### src/rtl/bus_arbiter_rr.sv
// Round-robin bus arbiter with serial slave-address decode and single split tracking.
// Drives grant and one-hot slave-select lines; data moves on the shared serial line.
module bus_arbiter_rr #(
    parameter int NUM_MASTERS   = 2,
    parameter int NUM_SLAVES    = 3,
    parameter int SLV_ADDR_W    = 2,
    parameter int GRANT_TIMEOUT = 8
) (
    input  logic                   CLK,
    input  logic                   RSTN,
    input  logic [NUM_MASTERS-1:0] B_REQ,
    output logic [NUM_MASTERS-1:0] B_GRANT,
    input  logic                   B_UTIL,
    input  logic                   A_ADD,
    input  logic                   B_BUS_OUT,
    input  logic [NUM_SLAVES-1:0]  B_SBSY,
    input  logic                   B_SPLIT,
    input  logic                   B_SPL_RESUME,
    input  logic                   B_DONE,
    output logic [NUM_SLAVES-1:0]  AD_SEL,
    output logic                   B_ADDR_ERR,
    output logic                   B_SPL_PEND,
    output logic [2:0]             DBG_STATE
);

    localparam int MW = $clog2(NUM_MASTERS);
    localparam int CW = $clog2(SLV_ADDR_W + 2);
    localparam int TW = $clog2(GRANT_TIMEOUT);
    localparam logic [SLV_ADDR_W:0] NS_LIM = NUM_SLAVES[SLV_ADDR_W:0];

    // Handshake: B_REQ is a level request; B_GRANT stays high until the owner
    // finishes, splits, aborts (B_UTIL low) or the grant times out, and at
    // least one idle cycle separates two owners.
    typedef enum logic [2:0] {S_IDLE, S_GRANT, S_ADDR, S_WAIT_SLV, S_DATA} state_t;

    state_t                  state_q, state_d;
    logic [NUM_MASTERS-1:0]  gnt_q, gnt_d;
    logic [MW-1:0]           mst_q, mst_d;
    logic [NUM_SLAVES-1:0]   sel_q, sel_d;
    logic                    err_q, err_d;
    logic [MW-1:0]           ptr_q, ptr_d;
    logic [SLV_ADDR_W-1:0]   shreg_q, shreg_d;
    logic [CW-1:0]           bcnt_q, bcnt_d;
    logic [TW-1:0]           tcnt_q, tcnt_d;
    logic [SLV_ADDR_W-1:0]   slv_q, slv_d;
    logic                    pend_q, pend_d;
    logic [MW-1:0]           spl_mst_q, spl_mst_d;
    logic [SLV_ADDR_W-1:0]   spl_slv_q, spl_slv_d;
    logic                    rsm_q, rsm_d;

    logic [NUM_MASTERS-1:0]  req_m;
    logic [MW-1:0]           cand, pick;
    logic                    found, release_bus, addr_bad;

    assign addr_bad = (bcnt_q != CW'(SLV_ADDR_W)) || ({1'b0, shreg_q} >= NS_LIM);

    always_ff @(posedge CLK or negedge RSTN) begin
        if (!RSTN) begin
            state_q   <= S_IDLE;
            gnt_q     <= '0;
            mst_q     <= '0;
            sel_q     <= '0;
            err_q     <= 1'b0;
            ptr_q     <= MW'(NUM_MASTERS - 1);
            shreg_q   <= '0;
            bcnt_q    <= '0;
            tcnt_q    <= '0;
            slv_q     <= '0;
            pend_q    <= 1'b0;
            spl_mst_q <= '0;
            spl_slv_q <= '0;
            rsm_q     <= 1'b0;
        end else begin
            state_q   <= state_d;
            gnt_q     <= gnt_d;
            mst_q     <= mst_d;
            sel_q     <= sel_d;
            err_q     <= err_d;
            ptr_q     <= ptr_d;
            shreg_q   <= shreg_d;
            bcnt_q    <= bcnt_d;
            tcnt_q    <= tcnt_d;
            slv_q     <= slv_d;
            pend_q    <= pend_d;
            spl_mst_q <= spl_mst_d;
            spl_slv_q <= spl_slv_d;
            rsm_q     <= rsm_d;
        end
    end

    always_comb begin
        state_d     = state_q;
        gnt_d       = gnt_q;
        mst_d       = mst_q;
        sel_d       = sel_q;
        err_d       = 1'b0;
        ptr_d       = ptr_q;
        shreg_d     = shreg_q;
        bcnt_d      = bcnt_q;
        tcnt_d      = tcnt_q;
        slv_d       = slv_q;
        pend_d      = pend_q;
        spl_mst_d   = spl_mst_q;
        spl_slv_d   = spl_slv_q;
        rsm_d       = rsm_q | (pend_q & B_SPL_RESUME);
        release_bus = 1'b0;
        cand        = '0;
        pick        = '0;
        found       = 1'b0;

        // The split master may not re-enter through round-robin while its split is open.
        req_m = B_REQ;
        if (pend_q) req_m[spl_mst_q] = 1'b0;
        for (int i = 1; i <= NUM_MASTERS; i++) begin
            cand = MW'((int'(ptr_q) + i) % NUM_MASTERS);
            if (!found && req_m[cand]) begin
                found = 1'b1;
                pick  = cand;
            end
        end

        case (state_q)
            S_IDLE: begin
                if (pend_q && rsm_q) begin
                    gnt_d            = '0;
                    gnt_d[spl_mst_q] = 1'b1;
                    mst_d            = spl_mst_q;
                    sel_d            = '0;
                    sel_d[spl_slv_q] = 1'b1;
                    slv_d            = spl_slv_q;
                    pend_d           = 1'b0;
                    rsm_d            = 1'b0;
                    state_d          = S_DATA;
                end else if (found) begin
                    gnt_d       = '0;
                    gnt_d[pick] = 1'b1;
                    mst_d       = pick;
                    shreg_d     = '0;
                    bcnt_d      = '0;
                    tcnt_d      = '0;
                    state_d     = S_GRANT;
                end
            end
            S_GRANT: begin
                if (B_UTIL) begin
                    state_d = S_ADDR;
                end else if (!B_REQ[mst_q] || tcnt_q == TW'(GRANT_TIMEOUT - 1)) begin
                    gnt_d   = '0;
                    state_d = S_IDLE;
                end else begin
                    tcnt_d = tcnt_q + 1'b1;
                end
            end
            S_ADDR: begin
                if (!B_UTIL) begin
                    release_bus = 1'b1;
                end else if (A_ADD) begin
                    shreg_d = (shreg_q << 1) | SLV_ADDR_W'(B_BUS_OUT);
                    if (bcnt_q != CW'(SLV_ADDR_W + 1)) bcnt_d = bcnt_q + 1'b1;
                end else if (bcnt_q != '0) begin
                    if (addr_bad) begin
                        err_d       = 1'b1;
                        release_bus = 1'b1;
                    end else begin
                        slv_d = shreg_q;
                        if (B_SBSY[shreg_q]) begin
                            state_d = S_WAIT_SLV;
                        end else begin
                            sel_d          = '0;
                            sel_d[shreg_q] = 1'b1;
                            state_d        = S_DATA;
                        end
                    end
                end
            end
            S_WAIT_SLV: begin
                if (!B_UTIL) begin
                    release_bus = 1'b1;
                end else if (!B_SBSY[slv_q]) begin
                    sel_d        = '0;
                    sel_d[slv_q] = 1'b1;
                    state_d      = S_DATA;
                end
            end
            S_DATA: begin
                if (B_DONE) begin
                    release_bus = 1'b1;
                end else if (B_SPLIT && !pend_q) begin
                    pend_d      = 1'b1;
                    spl_mst_d   = mst_q;
                    spl_slv_d   = slv_q;
                    release_bus = 1'b1;
                end else if (!B_UTIL) begin
                    release_bus = 1'b1;
                end
            end
            default: state_d = S_IDLE;
        endcase

        // Every normal end of ownership hands the round-robin pointer to the owner.
        if (release_bus) begin
            gnt_d   = '0;
            sel_d   = '0;
            ptr_d   = mst_q;
            state_d = S_IDLE;
        end
    end

    assign B_GRANT    = gnt_q;
    assign AD_SEL     = sel_q;
    assign B_ADDR_ERR = err_q;
    assign B_SPL_PEND = pend_q;
    assign DBG_STATE  = state_q;

endmodule
### config.mk
export PLATFORM = sky130hd
export DESIGN_NAME = bus_arbiter_rr
export DESIGN_NICKNAME = d
export VERILOG_FILES = /design/src/rtl/bus_arbiter_rr.sv
export SDC_FILE = /design/constraint.sdc
export NUM_CORES = 1
export LEC_CHECK = 0
export ABC_AREA = 1
export BUFFER_PORTS_ARGS = -buffer_cell sky130_fd_sc_hd__clkbuf_2
export CAP_MARGIN = 20
export CORE_MARGIN = 10
export CORE_UTILIZATION = 29
export DETAILED_ROUTE_END_ITERATION = 8
export PLACE_DENSITY = 0.56
export SLEW_MARGIN = 10
export SYNTH_ARGS = -nofsm -noshare
export SYNTH_HDL_FRONTEND = slang
export SYNTH_SLANG_ARGS = --single-unit
export TNS_END_PERCENT = 1
### constraint.sdc
create_clock -name CLK -period 3.6 [get_ports CLK]
set_input_delay 0.72 -clock CLK [delete_from_list [all_inputs] [get_ports CLK]]
set_output_delay 0.72 -clock CLK [all_outputs]
set_load 0.01 [all_outputs]
# ---- Word level (Yosys, flattened, before mapping)
# Index checks and enable logic that the tools add are counted.
dict set report word_totals {
  ff_bits 25
  in_bits 13
  out_inout_bits 10
  word_cells 194
}
dict set report classes {
  addsub 4
  magnitude_cmp 14
  n_eq_ne 33
  n_mux 92
  bitwise_logic 6
  reduce_logical 31
}
# cell n
set ops {}
lappend ops {{3-bit two-way mux} 25}
lappend ops {{2-bit two-way mux} 18}
lappend ops {{1-bit two-way mux} 33}
lappend ops {{2-bit inequality test (second input constant)} 16}
lappend ops {{3-bit inequality test (second input constant)} 10}
lappend ops {{9-bit AND reduction} 2}
lappend ops {{2-bit one-hot mux with 2 select lines} 4}
lappend ops {{3-bit one-hot mux with 5 select lines} 1}
lappend ops {{6-bit AND reduction} 2}
lappend ops {{1-bit by 2-bit less-than comparator with 1-bit output (second input constant)} 5}
lappend ops {{5-bit AND reduction} 2}
lappend ops {{2-bit nonzero test} 5}
lappend ops {{2-bit by 3-bit less-than comparator with 1-bit output (second input constant)} 3}
lappend ops {{3-bit one-hot mux with 3 select lines} 1}
lappend ops {{1-bit logical AND} 8}
lappend ops {{4-bit inequality test (second input constant)} 2}
lappend ops {{4-bit AND reduction} 2}
lappend ops {{1-bit demux with 2-bit select} 3}
lappend ops {{3-bit by 2-bit == test with 1-bit output (second input constant)} 2}
lappend ops {{3-bit == test (second input constant)} 2}
lappend ops {{2-bit by 1-bit greater-or-equal comparator with 1-bit output (second input constant)} 3}
lappend ops {{3-bit one-hot mux with 2 select lines} 1}
lappend ops {{1-bit binary-select mux with 2-bit select} 2}
lappend ops {{4-bit nonzero test} 1}
lappend ops {{other kinds (21)} 27}

# ---- Depth between registers and ports, before layout
# Gate-level depths: netlist (run 1).
dict set report depth {
  depth_word 21
  ltp_mapped 12
  depth_no_buf 12
}

# ---- Worst setup path before layout (run 1)
# Ideal clock, no wire load.
dict set report synth_path {
  path_kind {input to register}
  from {in A_ADD}
  to {reg sel_q[0], in the netlist AD_SEL[0]}
  setup_ns 0.117
  arrival_time_ns 1.491
  required_time_ns 3.483
  slack_ns 1.993
  stages 8
  path_buffers 0
  cell_sequence {nor2_1 > nand2_1 > o21ai_0 > nand3b_1 > nand2_4 > nand2_2 > nand2_1 > nand2_1}
}
dict set report synth_via {
  elab_chain_cells 5
  elab_cells_between_ends 14
  classes_between {eq/ne (8); mux (4); reduce/logical (2)}
}
# element line_no
set synth_rtl {}
lappend synth_rtl {{from (decl)} 14} ;# input logic A_ADD,
lappend synth_rtl {{1-bit two-way mux} 157} ;# end else if (A_ADD) begin
lappend synth_rtl {{1-bit two-way mux} 155} ;# if (!B_UTIL) begin
lappend synth_rtl {{1-bit one-hot mux with 3 select lines} 122} ;# case (state_q)
lappend synth_rtl {{3-bit inequality test (no source line) or 4-bit nonzero test (tied branches)} n/a}
lappend synth_rtl {{9-bit AND reduction (no source line)} n/a}
lappend synth_rtl {{to (signal assigned)} 77} ;# sel_q <= sel_d;
lappend synth_rtl {{to (decl)} 39} ;# logic [NUM_SLAVES-1:0] sel_q, sel_d;
# Several ways; a longest one is shown, not always the timed one.
# A chain may end at the register's enable or synchronous reset.

# ---- Worst setup path in the final report (run 1)
dict set report layout_path {
  from {reg state_q[0], in the netlist DBG_STATE[0]}
  to {out DBG_STATE[0]}
}
# element line_no
set layout_rtl {}
lappend layout_rtl {{from (decl)} 36} ;# state_t state_q, state_d;
lappend layout_rtl {{from (signal assigned)} 74} ;# state_q <= state_d;
lappend layout_rtl {{to (decl)} 23} ;# output logic [2:0] DBG_STATE
# No word-level cell between the ends.

==> results of run 1 <==
[per-layer routing]
layer / vias to the layer above / track usage [%] / wire, um
met4: 0 / 3.62 / 59
met1: 667 / 11.3 / 1790
met2: 29 / 14.8 / 1710
met5: - / 0 / 0
li1: 770 / - / -
met3: 4 / 1.98 / 178
[state kept, by name, indices dropped and copies added (netlist names), 2 cells and up]
register / cells
AD_SEL: 3
DBG_STATE: 3
tcnt_q: 3
B_GRANT: 2
bcnt_q: 2
shreg_q: 2
slv_q: 2
spl_slv_q: 2
[worst paths after layout]
kind                                          start                       end  slack [ps]  cells after the start
setup / recovery           DBG_STATE[0]$_DFFE_PN0P_              DBG_STATE[0]        1780                      1
hold / removal                                 RSTN  spl_slv_q[0]$_DFFE_PN0P_         450                      1
setup reg to reg           DBG_STATE[2]$_DFFE_PN0P_     AD_SEL[0]$_DFFE_PN0P_        1940                     10
hold reg to reg               AD_SEL[1]$_DFFE_PN0P_     AD_SEL[1]$_DFFE_PN0P_         490                      2
max in group asynchronous                      RSTN    B_SPL_PEND$_DFFE_PN0P_        2740                      1
min in group CLK              AD_SEL[1]$_DFFE_PN0P_     AD_SEL[1]$_DFFE_PN0P_         490                      2
[power groups by stage]
| stage | registers, mW | logic [mW] | clock network, mW |
|---|---|---|---|
| final | 0.509 | 0.802 | 0.172 |
| after global routing | 0.531 | 0.948 | 0.188 |
| after CTS | 0.508 | 0.810 | 0.180 |
| after detailed placement | 0.514 | 0.808 | 0 |
| after global placement | 0.515 | 0.803 | 0 |
| after floorplan | 0.497 | 0.631 | 0 |
[cells by family after synthesis]
group           count (synthesis)  synth area share (%)
compound gates                 40                  13.6
buf+inv                        35                  8.96
simple gates                  119                  34.9
flops                          25                  38.7
fa+ha+maj                       5                  3.86
[layout make-up]
| cell class | instances | area [um2] | area share, % |
|---|---|---|---|
| multi-input combinational | 164 | 848 | 45.9 |
| sequential | 25 | 627 | 33.9 |
| inverter | 33 | 126 | 6.84 |
| timing repair buffer | 22 | 110 | 5.96 |
| tap | 72 | 90.1 | 4.87 |
| clock buffer | 3 | 41.3 | 2.23 |
| clock inverter | 1 | 5.00 | 0.271 |
[layout by cell type, fill, tap and decap left out, types with 3 or more instances in the layout]
cell       n
inv_1     30
a21oi_1    6
o211ai_1   3
nand2_2    6
nor2_2     5
nand2_1   60
clkbuf_2  22
clkbuf_8   3
nor2_1    20
ha_1       5
dfrtp_1   24
nand3_2    3
o21ai_0   24
nand4_1    3
nand3_1   15
[stage by stage]
stage               power [mW]  setup slack (ps)
floorplan                 1.13              1990
global placement          1.32              1790
detailed placement        1.32              1780
CTS                       1.50              1770
global route              1.67              1710
finish                    1.48              1780
==> summary.txt, run 1 <==
Run status
  • Outcome: finished, final reports clean

Route
  • Vias: 1,470
  • Via density: 4.59
  • First drt pass iteration count: 4
  • DRC viols: 0
  • Detailed router's first-iteration violation count: 96
  • Routed Antenna Nets: 0
  • Final wirelength: 3.74 mm
  • Routed WL per cell: 11.7 um

Logic synthesis
  • Share of the synthesized area in the top cell type: 37.1%
  • Count of state elements after synthesis: 25
  • Syn Nets: 242
  • Yosys cell types: 27
  • Synth top area cells: dfrtp_1, nand2_1, o21ai_0
  • Number of flops mapped to enable cells by yosys: 0
  • Synth cell count leaders: nand2_1, inv_1, dfrtp_1, o21ai_0, nor2_1
  • Predominant post-synthesis flop cell: dfrtp_1
  • Synthesized area per cell: 7.23 um2
  • Yosys top cell by area: dfrtp_1
  • Yosys warnings: 0
  • Most common cell in the netlist: nand2_1
  • Ys async rst share: 100%
  • Post-Synthesis Cells: 224
  • Post-Syn Area: 0.00162 mm2
  • Sequential area share after synthesis: 38.7%

Critical path
  • Data required time of the critical path: 2880 ps
  • Crit-path max FO: 10
  • Critical-path cell list: clkbuf_2
  • Worst Path Buf+Inv: 1
  • CP arrival: 1100 ps
  • Type of origin of the critical path: register
  • Top Family by Delay on Critical Path: flip-flops
  • Critical path's largest stage delay: 610 ps
  • Slowest-stage cell, CP: dfrtp_1
  • Crit path kind: reg2out
  • CP Capture Type: primary output

Timing
  • Final Hold Viols: 0
  • Pins over their slew limit: 0
  • Final period utilization: 50.6%
  • Crit path time final: 1820 ps
  • Worst Skew: 1.99 ps
  • Unrepaired setup endpoints after global routing: no
  • Max_slew headroom: 57.8%
  • Maximum clock rate: 549 MHz
  • # setup viols final: 0
  • Tightest Pin Transition: 633 ps
  • Worst hold margin: 450 ps
  • Total negative setup slack: 0 ps

Global routing
  • GR Overflow Total: 0
  • Initial antenna violation count: 0
  • Largest net degree at the start of global routing: 26
  • Number of global-route vias before repair: 1,453
  • Global-route usage over all layers: 9.04%
  • First-pass GRT wire length: 6.64 mm

Floorplan
  • Die footprint: 0.00898 mm2
  • # rows: 27
  • IO Pins: 23
  • Die width: 94.7 um
  • DIE HEIGHT: 94.7 um
  • Core area: 0.00547 mm2
  • Starting Density: 29.6%

Pwr
  • Cell internal pwr: 0.757 mW
  • Combinational fraction of design power: 54.0%
  • Peak VDD IR: 0.000216 V
  • Reg power frac: 34.3%
  • Clk network pwr share: 11.6%
  • Switch share: 48.9%
  • Pwr per Cell Area: 803 mW/mm2
  • Cell leakage power: 0.980 nW
  • NetSw: 0.726 mW

Layout
  • Area growth syn-to-layout: 14.1%
  • Final Util: 33.8%
  • Fraction of layout cells with a size suffix above 1: 20.6%
  • Inserted Diodes: 0
  • Nets: 267
  • Cell Count, Final, Fillers Out: 320
  • Fill cells: 617
  • Finished Cell Area: 0.00185 mm2

Placement
  • Post-place instance area: 0.00180 mm2
  • HPWL Detailed: 3.03 mm
  • PortBufs: 22
  • Gpl congestion: 0.811
  • DP Cell Count: 316

CTS
  • CTS tree: yes
  • Htree depth: 1
  • Clk_lat worst skew: 270 ps
  • Clk buf depth: 2
  • Worst-path clk slew: 90 ps
  • Post-CTS Setup Repair Bufs: 0
  • # hold bufs at CTS: 0
  • Clock Sinks: 25
  • Post-CTS sizing: 0
  • Clock buffer count from CTS: 3
  • Root buffer cell: clkbuf_8

Worst hold path
  • Hold WC Path Type: in2async

Flow run
  • Max-cap violations: 0
Power figures use the tool's default switching activity.
==> run 2: changes to the inputs <==
==> constraint.sdc (replaced) <==
create_clock -name CLK -period 1.75 [get_ports CLK]
set_input_delay 0.35 -clock CLK [delete_from_list [all_inputs] [get_ports CLK]]
set_output_delay 0.35 -clock CLK [all_outputs]
set_load 0.01 [all_outputs]
==> summary.txt, run 2 (synthesized netlist as in run 1, its figures left out) <==
Run status
  • Outcome: finished, final reports clean (unchanged)

Route
  • Routed WL per cell: 11.7 um (about the same)
  • DRC viols: 0 (unchanged)
  • Routed Antenna Nets: 0 (unchanged)
  • First drt pass iteration count: 4 (unchanged)
  • Via density: 4.57 (was 4.59)
  • Final wirelength: 3.80 mm (was 3.74 mm)
  • Detailed router's first-iteration violation count: 86 (was 96)
  • Vias: 1,481 (was 1,470)

Pwr
  • Pwr per Cell Area: 1660 mW/mm2 (was 803 mW/mm2)
  • Cell leakage power: 0.997 nW (was 0.980 nW)
  • Cell internal pwr: 1.61 mW (was 0.757 mW)
  • NetSw: 1.51 mW (was 0.726 mW)
  • Clk network pwr share: 11.2% (was 11.6%)
  • Peak VDD IR: 0.000536 V (was 0.000216 V)
  • Reg power frac: 33.4% (was 34.3%)
  • Switch share: 48.4% (was 48.9%)
  • Combinational fraction of design power: 55.4% (was 54.0%)

Critical path
  • Data required time of the critical path: 1920 ps (was 2880 ps)
  • Crit path kind: reg2reg (was reg2out)
  • Crit-path max FO: 3 (was 10)
  • CP arrival: 1800 ps (was 1100 ps)
  • Type of origin of the critical path: register (unchanged)
  • CP Capture Type: register (was primary output)

CTS
  • Root buffer cell: clkbuf_8 (unchanged)
  • Worst-path clk slew: 90 ps (about the same)
  • CTS tree: yes (unchanged)
  • Clk_lat worst skew: 270 ps (about the same)
  • Htree depth: 1 (unchanged)
  • Clock Sinks: 25 (unchanged)
  • # hold bufs at CTS: 0 (unchanged)
  • Clock buffer count from CTS: 3 (unchanged)
  • Clk buf depth: 2 (unchanged)

Global routing
  • Initial antenna violation count: 0 (unchanged)
  • Number of global-route vias before repair: 1,464 (was 1,453)
  • Global-route usage over all layers: 9.28% (was 9.04%)
  • Largest net degree at the start of global routing: 26 (unchanged)
  • First-pass GRT wire length: 6.83 mm (was 6.64 mm)
  • GR Overflow Total: 0 (unchanged)

Floorplan
  • Core area: 0.00547 mm2 (unchanged)
  • # rows: 27 (unchanged)
  • DIE HEIGHT: 94.7 um (unchanged)
  • Starting Density: 29.6% (unchanged)
  • Die width: 94.7 um (unchanged)
  • IO Pins: 23 (unchanged)
  • Die footprint: 0.00898 mm2 (unchanged)

Timing
  • Worst Skew: 8.27 ps (was 1.99 ps)
  • Final Hold Viols: 0 (unchanged)
  • Final period utilization: 92.9%
  • Maximum clock rate: 615 MHz
  • Pins over their slew limit: 0 (unchanged)
  • Max_slew headroom: 56.8% (was 57.8%)
  • Worst hold margin: 82.9 ps (was 450 ps)
  • Total negative setup slack: 0 ps (unchanged)
  • Unrepaired setup endpoints after global routing: no (unchanged)
  • Tightest Pin Transition: 647 ps (was 633 ps)
  • Crit path time final: 1630 ps
  • # setup viols final: 0 (unchanged)

Layout
  • Cell Count, Final, Fillers Out: 324 (was 320)
  • Area growth syn-to-layout: 16.1% (was 14.1%)
  • Commonest cells after routing, fill and taps aside: nand2_1, inv_1, dfrtp_1 (was nand2_1, inv_1, dfrtp_1, o21ai_0, clkbuf_2)
  • Commonest non-fill, non-tap cell in the layout: nand2_1 (unchanged)
  • Nets: 271 (was 267)
  • Fraction of layout cells with a size suffix above 1: 22.2% (was 20.6%)
  • Inserted Diodes: 0 (unchanged)

Placement
  • PortBufs: 22 (unchanged)
  • DP Cell Count: 319 (was 316)
  • Gpl congestion: 0.815 (was 0.811)
  • HPWL Detailed: 3.14 mm (was 3.03 mm)

Worst hold path
  • Hold WC Path Type: in2async (unchanged)

Flow run
  • Max-cap violations: 0 (unchanged)
==> run 2: changes by cell type in the layout (fill, tap and decap cells not counted) <==
cell      delta
buf_4        +4
clkbuf_1     +1
clkinv_2     -1
dfrtp_1      -1
dfrtp_2      +1
nor2_1       -1
nor2_2       +1
o21ai_0      -2
o21ai_1      +2
==> run 2: power groups by stage <==
| stage | registers [mW] | clock network [mW] | logic [mW] |
|---|---|---|---|
| 6_report | 1.04 | 0.348 | 1.72 |
| 5_1_grt | 1.08 | 0.380 | 2.02 |
| 4_1_cts | 1.04 | 0.363 | 1.73 |
| 3_5_place_dp | 1.05 | 0 | 1.72 |
| 3_3_place_gp | 1.04 | 0 | 1.71 |
| 2_1_floorplan | 1.02 | 0 | 1.30 |
==> run 2: cell type report <==
cell class / instances / area [um2]
flip-flops and latches: 25 / 628
well taps: 72 / 90.1
inverters: 33 / 126
repair buffers: 26 / 140
clock buffers: 4 / 45.0
fillers: 621 / 3590
multi-input cells: 164 / 851
==> run 2: worst max-delay path, stage by stage (launching register included) <==
cell and delay [ps]:
dfrtp_1 400, ha_1 200, ha_1 180, nor2_1 90, o21ai_1 90, nor2_1 190
nand2_1 130, nand2_2 100, nor2_4 40, nand3_1 60, nand2_1 50
==> run 2: worst paths after layout <==
kind	to	start	slack, ps	cells past startpoint
max in group asynchronous	DBG_STATE[0]$_DFFE_PN0P_	RSTN	1210	1
worst max register to register	DBG_STATE[2]$_DFFE_PN0P_	tcnt_q[0]$_DFFE_PN0P_	120	10
min in group CLK	shreg_q[0]$_DFFE_PN0P_	B_BUS_OUT	300	3
worst min register to register	B_GRANT[0]$_DFFE_PN0P_	B_GRANT[0]$_DFFE_PN0P_	480	2
worst max-delay path	DBG_STATE[2]$_DFFE_PN0P_	tcnt_q[0]$_DFFE_PN0P_	120	10
worst min-delay path	spl_slv_q[1]$_DFFE_PN0P_	RSTN	80	1
==> run 2: metal layers <==
metal	global-route usage, %	wire, um	vias up
met5	0	0	-
met4	3.99	59	0
met3	1.98	197	6
met2	14.8	1800	29
met1	11.8	1740	667
li1	-	-	779
==> run 2: repair_timing <==
item / 4_1_cts / 5_1_grt
setup buffers: 0 / 1
hold endpoints to repair: 0 / 0
resized for setup: 0 / 4
setup endpoints to repair: 0 / 9
==> run 2: through the flow <==
| stage | util (%) | area (um2) | power [mW] | worst slack (ps) |
|---|---|---|---|---|
| finish | 34.4 | 1880 | 3.11 | 125 |
| global route | 34.4 | 1880 | 3.49 | 2.82 |
| CTS | 34.2 | 1870 | 3.13 | 80.5 |
| detailed placement | 33.3 | 1820 | 2.77 | 105 |
| global placement | 33.3 | 1820 | 2.75 | 156 |
| floorplan | - | 1620 | 2.32 | 242 |
==> run 3: changes to the inputs <==
==> constraint.sdc (replaced) <==
create_clock -name CLK -period 1.5 [get_ports CLK]
set_input_delay 0.3 -clock CLK [delete_from_list [all_inputs] [get_ports CLK]]
set_output_delay 0.3 -clock CLK [all_outputs]
set_load 0.01 [all_outputs]
==> summary.txt, run 3 (synthesized netlist as in run 1, its figures left out) <==
Run status
  • Outcome: complete, but fails checks (was finished, final reports clean)
  • Failing checks: setup timing

Global routing
  • Largest net degree at the start of global routing: 26 (unchanged)
  • First-pass GRT wire length: 7.29 mm (was 6.83 mm)
  • Global-route usage over all layers: 9.99% (was 9.28%)
  • GR Overflow Total: 0 (unchanged)
  • Number of global-route vias before repair: 1,568 (was 1,464)
  • Initial antenna violation count: 0 (unchanged)

Floorplan
  • Die width: 94.7 um (unchanged)
  • DIE HEIGHT: 94.7 um (unchanged)
  • Core area: 0.00547 mm2 (unchanged)
  • # rows: 27 (unchanged)
  • IO Pins: 23 (unchanged)
  • Die footprint: 0.00898 mm2 (unchanged)
  • Starting Density: 29.6% (unchanged)

Flow run
  • Max-cap violations: 0 (unchanged)

Route
  • Final wirelength: 4.22 mm (was 3.80 mm)
  • Detailed router's first-iteration violation count: 114 (was 86)
  • First drt pass iteration count: 4 (unchanged)
  • DRC viols: 0 (unchanged)
  • Routed Antenna Nets: 0 (unchanged)
  • Via density: 4.40 (was 4.57)
  • Routed WL per cell: 11.7 um (about the same)
  • Vias: 1,587 (was 1,481)

Critical path
  • Crit-path max FO: 8 (was 3)
  • Crit path kind: reg2reg (unchanged)
  • Worst reg2reg setup slack: -20 ps (was 120 ps)
  • CP arrival: 1700 ps (was 1800 ps)
  • Data required time of the critical path: 1670 ps (was 1920 ps)
  • Type of origin of the critical path: register (unchanged)
  • CP Capture Type: register (unchanged)

Timing
  • Worst hold margin: 33.8 ps (was 82.9 ps)
  • Maximum clock rate: 657 MHz (was 615 MHz)
  • Crit path time final: 1520 ps (was 1630 ps)
  • Final Hold Viols: 0 (unchanged)
  • Final period utilization: 102% (was 92.9%)
  • Tightest Pin Transition: 644 ps (was 647 ps)
  • Final Worst Setup Slack: -22.7 ps (was 125 ps)
  • Pins over their slew limit: 0 (unchanged)
  • Unrepaired setup endpoints after global routing: yes (was no)
  • Worst Skew: 1.09 ps (was 8.27 ps)
  • # setup viols final: 4 (was 0)
  • Max_slew headroom: 57.0% (was 56.8%)

Layout
  • Nets: 308 (was 271)
  • Inserted Diodes: 0 (unchanged)
  • Commonest non-fill, non-tap cell in the layout: nand2_1 (unchanged)
  • Commonest cells after routing, fill and taps aside: nand2_1, buf_4, inv_1 (was nand2_1, inv_1, dfrtp_1)
  • Fill cells: 599 (was 621)
  • Area growth syn-to-layout: 40.7% (was 16.1%)
  • Fraction of layout cells with a size suffix above 1: 40.1% (was 22.2%)

CTS
  • CTS tree: yes (unchanged)
  • Clk buf depth: 2 (unchanged)
  • Clk_lat worst skew: 270 ps (about the same)
  • Clock buffer count from CTS: 3 (unchanged)
  • Root buffer cell: clkbuf_8 (unchanged)
  • # hold bufs at CTS: 0 (unchanged)
  • Htree depth: 1 (unchanged)
  • Clock Sinks: 25 (unchanged)
  • Worst-path clk slew: 90 ps (about the same)

Pwr
  • Pwr per Cell Area: 1940 mW/mm2 (was 1660 mW/mm2)
  • Peak VDD IR: 0.000609 V (was 0.000536 V)
  • Total design power: 4.43 mW (was 3.11 mW)
  • Cell leakage power: 1.19 nW (was 0.997 nW)

Placement
  • PortBufs: 22 (unchanged)
  • HPWL Detailed: 3.32 mm (was 3.14 mm)
  • Gpl congestion: 0.830 (was 0.815)

Worst hold path
  • Hold WC Path Type: in2async (unchanged)
[run 3: cell types whose count changed in the layout (fill, tap and decap cells not counted), moves of 3 or more]
cell / before / now
ha_1: 5 / 1
nor2_4: 2 / 5
nor2_1: 19 / 14
inv_2: 2 / 6
inv_1: 30 / 26
nand2_1: 60 / 55
buf_4: 4 / 39
[run 3: area by class of cell]
type                            count  area, um2  share of cell area (%)
Timing Repair Buffer               63        425                    18.7
Multi-Input combinational cell    164        963                    42.3
Sequential cell                    25        629                    27.6
Tap cell                           72       90.1                    3.95
Clock buffer                        4       45.0                    1.98
Inverter                           33        126                    5.54
[run 3: metal layers]
metal  vias up  wire length [um]  GRT usage [%]
li1        857                 -              -
met1       708              2000           13.0
met2        18              2010           16.1
met3         4               155           1.90
met4         0                55           3.37
met5         -                 0              0
[run 3: final timing paths]
check                                           start                       end  cells past startpoint
worst min-delay path                             RSTN  spl_slv_q[1]$_DFFE_PN0P_                      1
worst min register to register  AD_SEL[1]$_DFFE_PN0P_     AD_SEL[1]$_DFFE_PN0P_                      2
worst max-delay path            bcnt_q[1]$_DFFE_PN0P_  DBG_STATE[0]$_DFFE_PN0P_                     10
max in group asynchronous                        RSTN  DBG_STATE[1]$_DFFE_PN0P_                      1
min in group CLK                            B_BUS_OUT    shreg_q[0]$_DFFE_PN0P_                      3
worst max register to register  bcnt_q[1]$_DFFE_PN0P_  DBG_STATE[0]$_DFFE_PN0P_                     10
[run 3: worst max-delay path: stages, from the launching register on]
cell	delay (ps)
dfrtp_1	390
inv_2	60
ha_4	160
nor2_4	110
nand2_2	60
o21ai_2	150
nand3b_1	200
nand2_8	140
nand2_1	60
nand2_1	60
nand2_1	40
[run 3: power by group]
group,internal (mW),switching (mW)
clock network,0.190,0.229
registers,0.957,0.227
logic,1.26,1.57
total,2.41,2.02
[run 3: what timing repair did]
item	CTS	global route
gates resized for setup	10	28
pin swaps	10	14
setup buffers	6	5
endpoints found under the hold margin	0	0
endpoints found under the setup margin	14	20
[run 3: per-stage QoR]
step           setup slack, ps  instances  TNS (ps)  cell area, um2  util [%]
6_report                 -22.7        361     -68.7            2280      41.7
4_1_cts                  -21.1        356     -58.6            2140      39.1
3_3_place_gp             -69.9        346      -268            2030      37.0
5_1_grt                   -129        361     -1220            2280      41.7
3_5_place_dp              -114        346      -542            2030      37.0
2_1_floorplan             11.4        224         0            1620         -
